[config.mk]
export PLATFORM = sky130hd
export DESIGN_NAME = oled_frame_tx
export DESIGN_NICKNAME = d
export VERILOG_FILES = /design/src/rtl/oled_pkg.sv /design/src/rtl/oled_spi_shifter.sv /design/src/rtl/oled_frame_tx.sv
export SDC_FILE = /design/constraint.sdc
export NUM_CORES = 1
export LEC_CHECK = 0
export CAP_MARGIN = 10
export CORE_AREA = 2 2 101 141
export DETAILED_ROUTE_END_ITERATION = 7
export DIE_AREA = 0 0 103 143
export GPL_TIMING_DRIVEN = 0
export PLACE_DENSITY = 0.52
export SLEW_MARGIN = 20
export SYNTH_ARGS = -nofsm -noshare
export SYNTH_HDL_FRONTEND = slang
export SYNTH_SLANG_ARGS = --single-unit
[constraint.sdc]
create_clock -name clk -period 2.64 [get_ports clk]
set_input_delay 0.792 -clock clk [delete_from_list [all_inputs] [get_ports clk]]
set_output_delay 0.792 -clock clk [all_outputs]
set_load 0.02 [all_outputs]
[src/rtl/oled_pkg.sv]
// rtl/oled_pkg.sv - shared constants, state encoding and command table for the OLED frame transmitter
package oled_pkg;

    localparam int DEF_WIDTH  = 96;
    localparam int DEF_HEIGHT = 64;
    localparam int NPIX       = DEF_WIDTH * DEF_HEIGHT;
    localparam int PIX_W      = 13;

    localparam logic [7:0] CMD_SETCOL = 8'h15;
    localparam logic [7:0] CMD_SETROW = 8'h75;

    typedef enum logic [1:0] {
        IDLE = 2'd0,
        CMD  = 2'd1,
        PIX  = 2'd2,
        DONE = 2'd3
    } state_t;

    // Address-window sequence: column range 0..w-1, then row range 0..h-1.
    function automatic logic [7:0] cmd_byte(input logic [2:0] idx, input int w, input int h);
        case (idx)
            3'd0:    return CMD_SETCOL;
            3'd2:    return 8'(w - 1);
            3'd3:    return CMD_SETROW;
            3'd5:    return 8'(h - 1);
            default: return 8'h00;
        endcase
    endfunction

endpackage

[src/rtl/oled_spi_shifter.sv]
// rtl/oled_spi_shifter.sv - 8/16-bit MSB-first serial shifter with sclk divider and word_done strobe
module oled_spi_shifter #(
    parameter int CLK_DIV = 2
) (
    input  logic        clk,
    input  logic        reset,
    input  logic        load,
    input  logic        len16,
    input  logic [15:0] load_data,
    output logic        sclk,
    output logic        sdin,
    output logic        word_done
);

    localparam int DIV_W = (CLK_DIV > 1) ? $clog2(CLK_DIV) : 1;
    localparam logic [DIV_W-1:0] DIV_LAST = DIV_W'(CLK_DIV - 1);

    logic [15:0]      sr;
    logic [DIV_W-1:0] div;
    logic [3:0]       bit_cnt;
    logic             active;
    logic             len16_q;

    assign sdin = sr[15];

    // High in the final cycle of the final bit, so a follow-on load lands with no gap.
    assign word_done = active && sclk && (div == DIV_LAST) &&
                       (bit_cnt == (len16_q ? 4'd15 : 4'd7));

    always_ff @(posedge clk) begin
        if (reset) begin
            sr      <= 16'h0000;
            div     <= '0;
            bit_cnt <= 4'd0;
            active  <= 1'b0;
            len16_q <= 1'b0;
            sclk    <= 1'b1;
        end else if (load) begin
            sr      <= len16 ? load_data : {load_data[7:0], 8'h00};
            div     <= '0;
            bit_cnt <= 4'd0;
            active  <= 1'b1;
            len16_q <= len16;
            sclk    <= 1'b0;
        end else if (active) begin
            if (div != DIV_LAST) begin
                div <= div + 1'b1;
            end else begin
                div <= '0;
                if (!sclk) begin
                    sclk <= 1'b1;
                end else if (word_done) begin
                    active <= 1'b0;
                end else begin
                    sclk    <= 1'b0;
                    sr      <= {sr[14:0], 1'b0};
                    bit_cnt <= bit_cnt + 4'd1;
                end
            end
        end
    end

endmodule

[src/rtl/oled_frame_tx.sv]
// rtl/oled_frame_tx.sv - sequences the address-window commands and one full RGB565 frame to the SSD1331
module oled_frame_tx
    import oled_pkg::*;
#(
    parameter int CLK_DIV = 2,
    parameter int WIDTH   = DEF_WIDTH,
    parameter int HEIGHT  = DEF_HEIGHT
) (
    input  logic        clk,
    input  logic        reset,
    input  logic        start_frame,
    input  logic [15:0] oled_data,
    output logic [12:0] pixel_index,
    output logic        cs,
    output logic        sclk,
    output logic        sdin,
    output logic        d_cn,
    output logic        busy,
    output logic        frame_done
);

    localparam int NPIX_L = WIDTH * HEIGHT;
    localparam logic [PIX_W-1:0] LAST_PIX = PIX_W'(NPIX_L - 1);

    state_t           state;
    logic             starting;
    logic [2:0]       cmd_idx;
    logic [PIX_W-1:0] pix_cnt;

    logic        load;
    logic        len16;
    logic [15:0] load_data;
    logic        word_done;

    oled_spi_shifter #(.CLK_DIV(CLK_DIV)) u_shifter (
        .clk       (clk),
        .reset     (reset),
        .load      (load),
        .len16     (len16),
        .load_data (load_data),
        .sclk      (sclk),
        .sdin      (sdin),
        .word_done (word_done)
    );

    // Next word is chosen in the last cycle of the current one so bits run back to back.
    always_comb begin
        load      = 1'b0;
        len16     = 1'b0;
        load_data = 16'h0000;
        case (state)
            CMD: begin
                if (starting) begin
                    load      = 1'b1;
                    load_data = {8'h00, cmd_byte(3'd0, WIDTH, HEIGHT)};
                end else if (word_done) begin
                    load = 1'b1;
                    if (cmd_idx == 3'd5) begin
                        len16     = 1'b1;
                        load_data = oled_data;
                    end else begin
                        load_data = {8'h00, cmd_byte(cmd_idx + 3'd1, WIDTH, HEIGHT)};
                    end
                end
            end
            PIX: begin
                if (word_done && (pix_cnt != LAST_PIX)) begin
                    load      = 1'b1;
                    len16     = 1'b1;
                    load_data = oled_data;
                end
            end
            default: ;
        endcase
    end

    always_ff @(posedge clk) begin
        if (reset) begin
            state       <= IDLE;
            starting    <= 1'b0;
            cmd_idx     <= 3'd0;
            pix_cnt     <= '0;
            pixel_index <= '0;
            cs          <= 1'b1;
            d_cn        <= 1'b0;
            busy        <= 1'b0;
            frame_done  <= 1'b0;
        end else begin
            case (state)
                IDLE: begin
                    frame_done <= 1'b0;
                    if (start_frame) begin
                        state    <= CMD;
                        busy     <= 1'b1;
                        starting <= 1'b1;
                        cmd_idx  <= 3'd0;
                    end
                end
                CMD: begin
                    if (starting) begin
                        starting <= 1'b0;
                        cs       <= 1'b0;
                        d_cn     <= 1'b0;
                    end else if (word_done) begin
                        if (cmd_idx == 3'd5) begin
                            state       <= PIX;
                            d_cn        <= 1'b1;
                            pix_cnt     <= '0;
                            pixel_index <= (LAST_PIX == '0) ? '0 : pixel_index + 1'b1;
                        end else begin
                            cmd_idx <= cmd_idx + 3'd1;
                        end
                    end
                end
                PIX: begin
                    if (word_done) begin
                        if (pix_cnt == LAST_PIX) begin
                            state       <= DONE;
                            cs          <= 1'b1;
                            d_cn        <= 1'b0;
                            busy        <= 1'b0;
                            frame_done  <= 1'b1;
                            pixel_index <= '0;
                        end else begin
                            pix_cnt     <= pix_cnt + 1'b1;
                            pixel_index <= (pixel_index == LAST_PIX) ? '0 : pixel_index + 1'b1;
                        end
                    end
                end
                DONE: begin
                    frame_done <= 1'b0;
                    state      <= IDLE;
                end
                default: state <= IDLE;
            endcase
        end
    end

endmodule

==> results of run 1 <==
## Yosys cell counts (8+ instances only)
cell type,instances
nand2_1,46
xor2_1,15
ha_1,11
o21ai_0,14
dfxtp_1,60
nor2_1,57
nor3_1,13
buf_2,9
inv_1,11
nand4_1,12
a21oi_1,25
nand3_1,10
mux2i_1,8
xnor2_1,12
## routing by layer
metal  vias up  track usage, %
li1       1492               -
met1      1403            15.5
met2        44            21.8
met3        12            3.08
met4         0            4.57
met5         -               0
## per-stage QoR
step / TNS, ns / worst slack (ns) / std cells / instance area (sq um)
2_1_floorplan: 0 / 0.556 / 396 / 3300
3_3_place_gp: -1.01 / -0.113 / 615 / 3890
3_5_place_dp: -1.77 / -0.189 / 615 / 3890
4_1_cts: 0 / 0.162 / 631 / 4180
5_1_grt: 0 / 0.0237 / 631 / 4180
6_report: 0 / 0.247 / 631 / 4180
## worst max-delay path by stage
stage	end	cells past startpoint	startpoint
2_1_floorplan	u_shifter.sr[10]	9	u_shifter.bit_cnt[0]
3_3_place_gp	u_shifter.sr[3]	4	reset
3_5_place_dp	pix_cnt[1]	4	reset
4_1_cts	frame_done	4	reset
5_1_grt	u_shifter.sr[14]	8	state[1]
6_report	u_shifter.sr[15]	4	reset
## power breakdown
| part | internal, mW | leakage, nW | switching (mW) |
|---|---|---|---|
| Combinational | 0.241 | 0.904 | 0.362 |
| Clock | 0.669 | 0.136 | 0.477 |
| Sequential | 0.967 | 0.485 | 0.0464 |
| Total | 1.88 | 1.52 | 0.885 |
## logic make-up after synthesis
logic type / Yosys count
mux: 8
flops: 60
buf+inv: 33
fa+ha+maj: 11
compound gates: 80
xor+xnor: 28
simple gates: 176
## critical path, stage by stage
cell and delay [ns]:
clkdlybuf4s50_1 0.61, clkbuf_1 0.53, clkbuf_1 0.55, nor2_1 0.11
## placed cells by master, fill, tap and decap left out, types with 8 or more instances in the layout
cell and count:
dfxtp_1 60, nor2_1 57, nand2_1 46, clkdlybuf4s50_1 37
a21oi_1 25, xor2_1 15, o21ai_0 14, nor3_1 13
nand4_1 12, xnor2_1 12, inv_1 11, ha_1 11
nand3_1 10, buf_2 9, clkbuf_16 9, mux2i_1 8
## final cells by class
cell class	count	share of cell area [%]
flip-flops and latches	60	28.7
clock buffers	10	5.72
plain buffers	21	2.87
inverters	12	1.08
well taps	182	5.45
multi-input cells	303	46.2
clock inverters	6	1.11
repair buffers	37	8.86
## sequential cells by signal (all words and copies together), names as in the netlist, 2 cells and up
signal	cells
u_shifter.sr	16
pix_cnt	13
pixel_index	13
state	2
u_shifter.bit_cnt	4
cmd_idx	3
==> summary.txt, run 1 <==
Layout
  • Fillers: 1,467
  • Register area: 0.00120 sq mm
  • Layout Utilization: 31.2%
  • # diodes: 0
  • Multi-input gate area: 0.00193 sq mm
  • Layout net count: 474
  • Share of cells above drive strength 1: 9.80%
  • Area delta synth->final: 26.8%

CTS
  • CTS tree: done
  • Post-cts sizing count: 0
  • Clock root cell: clkbuf_16
  • Number of H-tree levels: 3
  • Clock Latency Late Sink: 0.34 ns
  • Cts bufs inserted: 9
  • Hold bufs inserted after CTS: 0
  • Clock slew seen by the registers of the worst setup and hold paths: 0.06 ns
  • Sink Count: 60
  • CTS max path bufs: 2
  • Post-CTS setup repair buffer count: 0

Synthesis
  • Sequential fraction of the synthesis area: 36.4%
  • Avg Cell Area, Syn: 8.33 sq um
  • Synth Area in Simple Gates: 26.4%
  • Synth Area in XOR/XNOR: 7.67%
  • Unique masters post-synth: 60
  • Main combinational cell family by area after synthesis: simple AND/OR/NAND/NOR gates
  • Ys flop type: dfxtp_1
  • Post-synthesis mux area share: 2.43%
  • Post-synth ARST share: 0%
  • Mapped Area: 0.00330 sq mm
  • Synth top area share: 36.4%
  • Number of synthesized register bits: 60
  • Number of flops mapped to enable cells by yosys: 0
  • Cells after Synth: 396
  • Synth area leader: dfxtp_1
  • Compound-Gate Fraction of Synth Area: 17.9%
  • Synth Area in Adders: 4.17%
  • Yosys warnings: 0
  • Top cells by area, synth: dfxtp_1, nor2_1, nand2_1
  • Syn nets: 426

Routing
  • Final WL: 8780 um
  • Detailed-route DRC error count: 0
  • Routed wl met2: 4490 um
  • Vias/cell: 4.68
  • Remaining antenna violation count: 0
  • Highest Signal Layer: met4
  • DR WL/cell: 13.9 um
  • Detailed Route Iter0 Violations: 89
  • Initial DRT Pass Iterations: 4
  • Met3 routed WL: 316 um
  • M1 wire length: 3810 um
  • Via Count: 2,951

Worst hold path
  • Hold EP: u_shifter.sr[0]
  • Hold/Removal Path Class: reg2reg
  • Worst Hold Depth: 2
  • Min-Delay Startpoint: u_shifter.sr[0]

Timing
  • Final Hold Fails: 0
  • FMAX: 418 MHz
  • Hold Slack: 0.477 ns
  • Min cycle time layout: 2.39 ns
  • Tightest Pin Transition: 0.705 ns
  • Final setup skew: 0.00845 ns
  • Final period utilization: 90.7%
  • RSZ-0062 raised after global routing: false
  • Relative slew slack: 52.8%
  • Final Setup Violations: 0
  • Number of slew-limit violations in the final report: 0

GRT
  • Number of global-route vias before repair: 2,968
  • Pin count of the biggest net entering global routing: 13
  • Number of antenna violations at the first check in global routing: 0
  • Overall Global Routing Usage: 12.8%
  • Total congestion overflow: 0
  • Wire length of the first global-routing pass: 14,700 um

Power
  • Leakage power: 1.52 nW
  • PD cells: 661 mW/mm^2
  • VDD IR-drop max: 346 uV
  • Final total power: 2.76 mW

Placement
  • Routability cong.: 0.766
  • Number of buffers added on ports: 37
  • Final HPWL DP: 6510 um

Worst setup path
  • FF-to-FF path depth: 8
  • R2R setup slack: 0.26 ns
  • Worst-path fanout max: 10
  • CP Launch Type: input pin
  • Critical path class: in2reg
  • Data required, critical path: 2.84 ns
  • WP data arrival: 2.59 ns
  • RR Endpoint: u_shifter.sr[14]
  • Crit path capture type: flip-flop
  • Beginning of the worst register-to-register path: state[1]

Die
  • Vert. Die Dim: 143 um
  • Die width: 103 um
  • Die Footprint: 0.0147 sq mm
  • Core area: 0.0134 sq mm
  • Starting Density: 24.6%
  • Cell Rows: 50
  • I/O pin cnt: 38

Flow run
  • Maximum capacitance violations: 0

Status
  • Outcome: complete, no violations
Power figures use the tool's default switching activity.
==> run 2: changes to the inputs <==
Settings changed: CAP_MARGIN 10 to default, PLACE_DENSITY 0.52 to 0.54, SLEW_MARGIN 20 to 0.
Clock period 2.64 ns to 2.01 ns, I/O delays scaled along.
==> run 2 against run 1 <==
Routed wire length is 3.1% higher. Clock power is 28% higher. Core utilization is 3.6 points higher. Count of clock-buffer cells in the layout is 1 higher. Register-to-register slack worse by 0.21 ns. Sequential cell count stayed put. Sequential share of layout area is 2.5 points lower. Via count is 2.6% higher. Hold slack worse by 0.0027 ns. Combinational power is 62% higher.
==> summary.txt, run 2 (synthesis gave the netlist of run 1 again) <==
Timing
  • Final setup skew: 0.00824 ns (was 0.00845 ns)
  • FMAX: 510 MHz
  • Min cycle time layout: 1.96 ns
  • Setup TNS: 0 ns (unchanged)
  • Relative slew slack: 61.0% (was 52.8%)
  • RSZ-0062 raised after global routing: true (was false)
  • Final Setup Violations: 0 (unchanged)
  • Tightest Pin Transition: 0.586 ns (was 0.705 ns)
  • Final Hold Fails: 0 (unchanged)
  • Final period utilization: 97.6%
  • Number of slew-limit violations in the final report: 0 (unchanged)
  • Hold Slack: 0.475 ns (was 0.477 ns)

GRT
  • Number of global-route vias before repair: 3,123 (was 2,968)
  • Pin count of the biggest net entering global routing: 12 (was 13)
  • Wire length of the first global-routing pass: 15,100 um (was 14,700 um)
  • Total congestion overflow: 0 (unchanged)
  • Overall Global Routing Usage: 12.9% (was 12.8%)
  • Number of antenna violations at the first check in global routing: 0 (unchanged)

Layout
  • Area delta synth->final: 41.3% (was 26.8%)
  • Biggest regs: u_shifter.sr: 16 flops, pix_cnt: 13 flops, pixel_index: 13 flops (unchanged)
  • Share of cells above drive strength 1: 23.7% (was 9.80%)
  • Max FFs per register: 16 (unchanged)
  • Fillers: 1,408 (was 1,467)
  • Commonest non-fill, non-tap cell in the layout: nor2_1 (was dfxtp_1)
  • # diodes: 0 (unchanged)
  • Largest Register: u_shifter.sr (unchanged)
  • Layout net count: 494 (was 474)
  • Multi-input gate area: 0.00215 sq mm (was 0.00193 sq mm)
  • Most frequent cells in the layout: nor2_1, dfxtp_1, nand2_1 (was dfxtp_1, nor2_1, nand2_1)
  • Final Non-Filler Cells: 651 (was 631)
  • Register area: 0.00122 sq mm (was 0.00120 sq mm)

Routing
  • Initial DRT Pass Iterations: 4 (unchanged)
  • DR WL/cell: 13.9 um (about the same)
  • Final WL: 9050 um (was 8780 um)
  • Remaining antenna violation count: 0 (unchanged)
  • Vias/cell: 4.65 (was 4.68)
  • Detailed-route DRC error count: 0 (unchanged)
  • Via Count: 3,027 (was 2,951)
  • Detailed Route Iter0 Violations: 76 (was 89)

Power
  • Cell Int Power: 2.60 mW (was 1.88 mW)
  • Leakage power: 1.72 nW (was 1.52 nW)
  • VDD IR-drop max: 361 uV (was 346 uV)
  • Clock power share: 38.8% (was 41.5%)
  • PD cells: 816 mW/mm^2 (was 661 mW/mm^2)
  • Seq pwr share: 35.5% (was 36.7%)
  • Logic pwr share: 25.7% (was 21.8%)
  • Sw frac: 31.4% (was 32.1%)
  • Sw Pwr: 1.19 mW (was 885 uW)

CTS
  • CTS max path bufs: 2 (unchanged)
  • Clock slew seen by the registers of the worst setup and hold paths: 0.06 ns (about the same)
  • Hold bufs inserted after CTS: 0 (unchanged)
  • Sink Count: 60 (unchanged)
  • Clock Latency Late Sink: 0.33 ns (was 0.34 ns)
  • CTS tree: done (unchanged)
  • Clock root cell: clkbuf_16 (unchanged)
  • Cts bufs inserted: 9 (unchanged)
  • Number of H-tree levels: 3 (unchanged)

Worst setup path
  • WP data arrival: 2.17 ns (was 2.59 ns)
  • CP Launch Type: flip-flop (was input pin)
  • Critical path class: reg2reg (was in2reg)
  • Crit path launch: cmd_idx[1] (was reset)
  • Beginning of the worst register-to-register path: cmd_idx[1] (was state[1])
  • Data required, critical path: 2.22 ns (was 2.84 ns)
  • Worst-path fanout max: 6 (was 10)
  • Crit path capture type: flip-flop (unchanged)

Die
  • Die Footprint: 0.0147 sq mm (unchanged)
  • I/O pin cnt: 38 (unchanged)
  • Vert. Die Dim: 143 um (unchanged)
  • Cell Rows: 50 (unchanged)
  • Die width: 103 um (unchanged)
  • Starting Density: 24.6% (unchanged)
  • Core area: 0.0134 sq mm (unchanged)

Status
  • Outcome: complete, no violations (unchanged)

Placement
  • DP Cell Count: 615 (unchanged)
  • Number of buffers added on ports: 37 (unchanged)
  • Routability cong.: 0.794 (was 0.766)
  • Final HPWL DP: 6440 um (was 6510 um)

Flow run
  • Maximum capacitance violations: 0 (unchanged)

Worst hold path
  • Hold/Removal Path Class: reg2reg (unchanged)
  • Min-Delay Startpoint: u_shifter.sr[0] (unchanged)
[run 2: cell types whose count changed in the layout (fill, tap and decap cells not counted), moves of 4 or more]
| cell | before | now |
|---|---|---|
| ha_4 | 0 | 4 |
| dfxtp_1 | 60 | 51 |
| clkdlybuf4s50_1 | 37 | 33 |
| dfxtp_4 | 0 | 4 |
| buf_4 | 2 | 20 |
| clkbuf_1 | 7 | 1 |
| ha_1 | 11 | 5 |
| dfxtp_2 | 0 | 5 |
[run 2: through the flow]
stage	util, %	worst slack, ns	area [sq um]	total power, mW
finish	34.8	0.0480	4660	3.80
global route	34.8	-0.0427	4660	3.99
CTS	33.2	0.000849	4440	3.72
detailed placement	29.1	-0.549	3900	2.15
global placement	29.1	-0.517	3900	2.14
floorplan	-	0.00535	3300	1.90
[run 2: power groups by stage]
stage / Sequential (mW) / Clock (mW) / Combinational, mW
2_1_floorplan: 1.37 / 0 / 0.536
3_3_place_gp: 1.36 / 0 / 0.787
3_5_place_dp: 1.36 / 0 / 0.795
4_1_cts: 1.34 / 1.50 / 0.882
5_1_grt: 1.36 / 1.56 / 1.07
6_report: 1.35 / 1.47 / 0.976
[run 2: timing repair]
item                       4_1_cts  5_1_grt
pin swaps                        7       16
hold endpoints to repair         0        0
buffers inserted                13        9
gates cloned                     0        1
setup endpoints to repair       58       53
gates resized for setup         41       46
[run 2: final cells by class]
class / count / share of cell area (%)
clock buffer: 11 / 5.43
multi-input combinational: 303 / 46.1
buffer: 18 / 2.66
inverter: 12 / 1.10
clock inverter: 5 / 0.779
timing repair buffer: 60 / 12.8
sequential: 60 / 26.2
tap: 182 / 4.89
[run 2: critical path, cell delays in order, from the launching register on]
cell	delay, ns
dfxtp_4	0.36
inv_4	0.06
ha_4	0.16
and4b_2	0.28
o2111ai_4	0.22
a211oi_4	0.38
nand2_1	0.11
xnor2_1	0.13
nor2b_1	0.13
[run 2: final timing paths]
path | end | slack, ns | depth (start not counted)
hold / removal | u_shifter.sr[0] | 0.47 | 2
setup / recovery | pix_cnt[7] | 0.05 | 8
setup reg to reg | pix_cnt[7] | 0.05 | 8
hold reg to reg | u_shifter.sr[0] | 0.47 | 2
[run 2: routing by layer]
| layer | part of all wire [%] | up-vias | global-route usage [%] |
|---|---|---|---|
| met5 | 0 | - | 0 |
| met4 | 1.6 | 0 | 4.36 |
| met3 | 3.2 | 11 | 3.08 |
| met2 | 52 | 39 | 22.8 |
| met1 | 43 | 1441 | 15.0 |
| li1 | - | 1536 | - |
==> variant 1 (flow settings as in run 2) <==
Make the reset (`reset`) asynchronous in 2 clocked blocks.
--- a/src/rtl/oled_spi_shifter.sv
+++ b/src/rtl/oled_spi_shifter.sv
@@ -27,7 +27,7 @@
     assign word_done = active && sclk && (div == DIV_LAST) &&
                        (bit_cnt == (len16_q ? 4'd15 : 4'd7));
 
-    always_ff @(posedge clk) begin
+    always_ff @(posedge clk or posedge reset) begin
         if (reset) begin
             sr      <= 16'h0000;
             div     <= '0;
--- a/src/rtl/oled_frame_tx.sv
+++ b/src/rtl/oled_frame_tx.sv
@@ -74,7 +74,7 @@
         endcase
     end
 
-    always_ff @(posedge clk) begin
+    always_ff @(posedge clk or posedge reset) begin
         if (reset) begin
             state       <= IDLE;
             starting    <= 1'b0;
Behaviour: differs if reset is asserted again (counterexample within 4 cycles, from zero or initial values and one cycle with reset high); with reset held inactive, the same outputs for 10 cycles.
==> variant 1 against run 2 <==
The flow now finishes with violations (setup timing); clock skew barely moved; worst setup slack got worse by 0.17 ns; design area rose by 16%; first-iteration DRC count rose by 95%; cell count rose by 5.5%; hold slack improved by 0.017 ns; wire length rose by 22%; area after synthesis rose by 8.8%; fmax fell by 8.0%; sequential cell count did not move; highest routed layer unchanged; global-route usage rose by 1.8 points; critical path type unchanged.
Power is not compared: it rests on default switching activity, and its combinational part moved more than twofold at a synthesized area within 25%.
==> variant 1: results (changes against run 2) <==
global_route:
  grt_pass1_vias: 3447  # +10%
  track_usage_pct: 14.8  # +1.8 points
synthesis:
  yosys.area_share.adder_pct: 3.84  # -0.34 points
  synthXorXnorAreaFrac_pct: 1.71  # -6.0 points
  synth_flop_cell: "dfrtp_1"
  synth_compound_area_share_pct: 25.4  # +7.4 points
  yosys-top-cells-count: "dfrtp_1, nand2_1, o21ai_0, nor2_1, a21oi_1"
  async_flop_share_pct: 100  # +100 points
  syn_inst: 403  # +1.8%
  ys_seq_area_share_pct: 41.9  # +5.5 points
  synth_cell_type_count: 63  # +5.0%
placed_design:
  finalWeightedCongestion: 0.838  # +5.6%
  dp_hpwl_um: 7090  # +10%
  postPlaceCellArea_um2: 4230  # +8.5%
  dp.cells: 623  # +1.3%
drt:
  drt-pass1-iter-count: 4  # unchanged
  via_count: 3511  # +16%
  drt_iter0_drc: 148  # +95%
  wl_um: 11100  # +22%
  via_per_inst: 5.11  # +9.9%
layout:
  nets: 530  # +7.3%
  fillers: 1378  # -2.1%
  diodes: 0  # unchanged
critical_path:
  rr_startpoint: "cmd_idx[1]$_DFFE_PP0P_"
  crit_family: "simple AND/OR/NAND/NOR gates"
  arrival_ns: 2.40  # +0.23 ns
  r2r_end: "u_shifter.sr[3]$_DFFE_PP0P_"
  slowest_stage: "or4_4"
  slowest_delay_ns: 0.43  # +0.05 ns
  cp_max_fo: 7  # +1
status:
  violations: "setup timing"
  status: "finished, violations left"
timing:
  setup_viol: 24  # +24
  fin_setup_tns_ns: -1.59  # -1.59 ns
  worstMarginPinSlew_ns: 0.760  # +0.174 ns
  hold_ws_ns: 0.491  # +0.0165 ns
  fin_ws_ns: -0.123  # -0.171 ns
  fin_skew_ns: 0.00825  # +0.00000897 ns
hold_path:
  hold_end: "u_shifter.sr[1]$_DFFE_PP0P_"
  hold_path_depth: 1  # -1
## variant 1: cell types whose count changed in the layout (fill, tap and decap cells not counted), moves of 9 or more
cell	before	now
dfrtp_1	0	55
dfxtp_1	51	0
nor2_1	56	25
buf_4	20	44
o21ai_1	1	16
xor2_1	14	2
a22o_1	1	11
xnor2_1	12	2
nand4_1	12	3
## variant 1: routing by layer
metal / global-route usage, % / vias to the layer above / wire (um)
met4: 6.09 / 0 / 204
met1: 17.1 / 1719 / 4480
met5: 0 / - / 0
li1: - / 1678 / -
met2: 25.6 / 94 / 5820
met3: 3.57 / 20 / 566
## variant 1: where the power goes
part | leakage, nW | internal, mW | total, mW | switching [mW]
sequential | 0.761 | 1.54 | 1.85 | 0.304
clock | 0.169 | 1.24 | 1.85 | 0.602
combinational | 1.35 | 1.50 | 3.36 | 1.86
total | 2.28 | 4.28 | 7.05 | 2.77
## variant 1: worst max path at each step
stage / from / end / slack [ns] / depth (start not counted)
2_1_floorplan: state[1]$_DFFE_PP0P_ / pix_cnt[10]$_DFFE_PP0P_ / -0.02 / 8
3_3_place_gp: state[0]$_DFFE_PP0P_ / u_shifter.sr[14]$_DFFE_PP0P_ / -0.43 / 9
3_5_place_dp: state[0]$_DFFE_PP0P_ / u_shifter.sr[14]$_DFFE_PP0P_ / -0.46 / 9
4_1_cts: cmd_idx[1]$_DFFE_PP0P_ / pixel_index[5]$_DFFE_PP0P_ / -0.05 / 9
5_1_grt: cmd_idx[1]$_DFFE_PP0P_ / pixel_index[5]$_DFFE_PP0P_ / -0.20 / 9
6_report: cmd_idx[1]$_DFFE_PP0P_ / u_shifter.sr[3]$_DFFE_PP0P_ / -0.12 / 8
## variant 1: final cells by class
| class | count | area [um2] | area share, % |
|---|---|---|---|
| multi-input cells | 315 | 2390 | 44.1 |
| flip-flops and latches | 60 | 1510 | 27.8 |
| repair buffers | 84 | 753 | 13.9 |
| clock buffers | 10 | 239 | 4.41 |
| well taps | 182 | 228 | 4.20 |
| plain buffers | 15 | 133 | 2.45 |
| clock inverters | 6 | 111 | 2.05 |
| inverters | 15 | 60.1 | 1.11 |
## variant 1: stage by stage
step	util, %	worst slack [ns]
CTS	37.5	-0.0547
global route	40.5	-0.200
floorplan	-	-0.0229
global placement	31.4	-0.435
finish	40.5	-0.123
detailed placement	31.6	-0.465
## variant 1: timing repair
| action | 4_1_cts | 5_1_grt |
|---|---|---|
| setup buffers | 22 | 24 |
| resized for setup | 70 | 69 |
| cloned | 3 | 0 |
| hold endpoints to repair | 0 | 0 |
| pin swaps | 18 | 27 |
| setup endpoints to repair | 62 | 48 |
==> variant 2 (config.mk and constraints of run 2) <==
Without the edit above. `CLK_DIV` is set to 2 in 2 places; all go to 4.
--- a/src/rtl/oled_spi_shifter.sv
+++ b/src/rtl/oled_spi_shifter.sv
@@ -1,6 +1,6 @@
 // rtl/oled_spi_shifter.sv - 8/16-bit MSB-first serial shifter with sclk divider and word_done strobe
 module oled_spi_shifter #(
-    parameter int CLK_DIV = 2
+    parameter int CLK_DIV = 4
 ) (
     input  logic        clk,
     input  logic        reset,
--- a/src/rtl/oled_frame_tx.sv
+++ b/src/rtl/oled_frame_tx.sv
@@ -2,7 +2,7 @@
 module oled_frame_tx
     import oled_pkg::*;
 #(
-    parameter int CLK_DIV = 2,
+    parameter int CLK_DIV = 4,
     parameter int WIDTH   = DEF_WIDTH,
     parameter int HEIGHT  = DEF_HEIGHT
 ) (
Formal check against the unedited RTL: not equivalent (a bounded check fails within 10 cycles, from zero or initial values and one cycle with reset high).
==> variant 2 against run 2 <==
The flow now finishes with violations (setup timing); critical path depth is 4 higher; via count is 7.5% higher; wire length is 9.9% higher; design area is 15% higher; count of clock-buffer cells in the layout stayed put; fmax is 9.0% lower; worst setup slack worse by 0.20 ns; synthesized cell count is 0.76% lower; sequential cell count is 1 higher; non-clock buffer count is 31 higher; power is 8.8% higher; core utilization is 5.3 points higher; area after synthesis is 1.8% lower; sequential share of layout area is 3.0 points lower.
==> variant 2: results (changes against run 2) <==
power_and_ir_drop:
  internal_power_mw: 2.85  # +9.4%
  leakagePower_nw: 2.04  # +19%
  peakVddDrop_uv: 330  # -8.6%
clocking:
  clock_latency_ns: 0.34
  htree_levels: 3  # unchanged
synthesis:
  async_flop_share_pct: 0  # unchanged
  syn-num-nets: 424  # -0.47%
  ys_top_cells_by_area: "dfxtp_1, nor2_1, ha_1"
  synth_cell_type_count: 58  # -3.3%
  ys_seq_area_share_pct: 37.7  # +1.3 points
  yosys-top-cells-count: "dfxtp_1, nor2_1, nand2_1, a21oi_1, o21ai_0"
placed_design:
  postPlaceCellArea_um2: 3930  # +0.71%
  finalWeightedCongestion: 0.852  # +7.3%
  portBuffers: 37  # unchanged
  dp_hpwl_um: 6470  # +0.40%
timing:
  setup_viol: 19  # +19
  slew_headroom_pct: 55.6  # -5.4 points
  fin_ws_ns: -0.147  # -0.195 ns
  fin_skew_ns: 0.00755  # -0.000693 ns
critical_path:
  arrival_ns: 2.39  # +0.22 ns
  slowest_stage: "a2111o_1"
  cp_max_fo: 3  # -3
  crit_family: "buffers and inverters"
  slowest_delay_ns: 0.39
global_route:
  grt_pass1_wl_um: 15000  # -0.59%
  grt_pass1_vias: 3142  # +0.61%
  track_usage_pct: 13.1  # +0.17 points
layout:
  fillers: 1345  # -4.5%
  post_route_cells_drive_above_1_share_pct: 37.9  # +14 points
  nets: 530  # +7.3%
drt:
  drt_iter0_drc: 110  # +45%
  wl_um: 9950  # +9.9%
  via_per_inst: 4.74  # +2.0%
status:
  violations: "setup timing"
  status: "finished, violations left"
[variant 2: metal layers]
metal  wire length [um]  global-route usage, %
met1               3890                   14.1
met2               5480                   23.9
met3                334                   2.64
met4                238                   6.09
met5                  0                      0
[variant 2: repair_timing]
item,in CTS,in global routing
pin swaps,33,40
gates cloned,0,3
hold endpoints to repair,0,0
resized for setup,73,98
setup buffers,34,22
setup endpoints to repair,54,61
[variant 2: power groups by stage]
stage	sequential, mW	clock (mW)	combinational, mW
after floorplan	1.40	0	0.556
after global placement	1.39	0	0.858
after detailed placement	1.39	0	0.856
after CTS	1.36	1.63	0.994
after global routing	1.37	1.68	1.27
final	1.36	1.59	1.18
[variant 2: area by class of cell]
type | count | area (um2) | area share, %
repair buffers | 95 | 911 | 17.0
clock inverters | 5 | 58.8 | 1.09
flip-flops and latches | 61 | 1250 | 23.3
well taps | 182 | 228 | 4.24
inverters | 14 | 55.1 | 1.02
clock buffers | 11 | 253 | 4.70
multi-input cells | 304 | 2490 | 46.3
plain buffers | 14 | 129 | 2.40
[variant 2: kinds of logic (layout without fill, tap and decap cells)]
family / count (synthesis) / after routing / share of synthesized area, %
and+or+nand+nor: 162 / 162 / 24.4
AOI/OAI and AO/OA: 98 / 98 / 20.4
DFF: 61 / 61 / 37.7
buffers and inverters: 28 / 139 / 3.86
xor gates and xnor gates: 24 / 24 / 6.49
adders and majority gates: 12 / 12 / 4.64
muxes: 8 / 8 / 2.51
[variant 2: through the flow]
| stage | cells | setup slack [ns] | util [%] | setup TNS (ns) | hold slack [ns] |
|---|---|---|---|---|---|
| after global routing | 686 | -0.257 | 40.1 | -4.29 | 0.503 |
| final | 686 | -0.147 | 40.1 | -1.65 | 0.472 |
| after floorplan | 393 | -0.0785 | - | -0.136 | 0.446 |
| after global placement | 612 | -0.526 | 29.3 | -18.25 | 0.459 |
| after detailed placement | 612 | -0.542 | 29.3 | -18.70 | 0.460 |
| after CTS | 662 | -0.154 | 35.8 | -1.54 | 0.475 |
[variant 2: final timing paths]
| kind | start | end | slack, ns | cells past startpoint |
|---|---|---|---|---|
| setup reg to reg | state[1]$_SDFFE_PP0P_ | pixel_index[10]$_SDFFE_PP0P_ | -0.15 | 12 |
| setup / recovery | state[1]$_SDFFE_PP0P_ | pixel_index[10]$_SDFFE_PP0P_ | -0.15 | 12 |
| hold / removal | u_shifter.sr[0]$_SDFFE_PP0P_ | u_shifter.sr[0]$_SDFFE_PP0P_ | 0.47 | 2 |
| hold reg to reg | u_shifter.sr[0]$_SDFFE_PP0P_ | u_shifter.sr[0]$_SDFFE_PP0P_ | 0.47 | 2 |
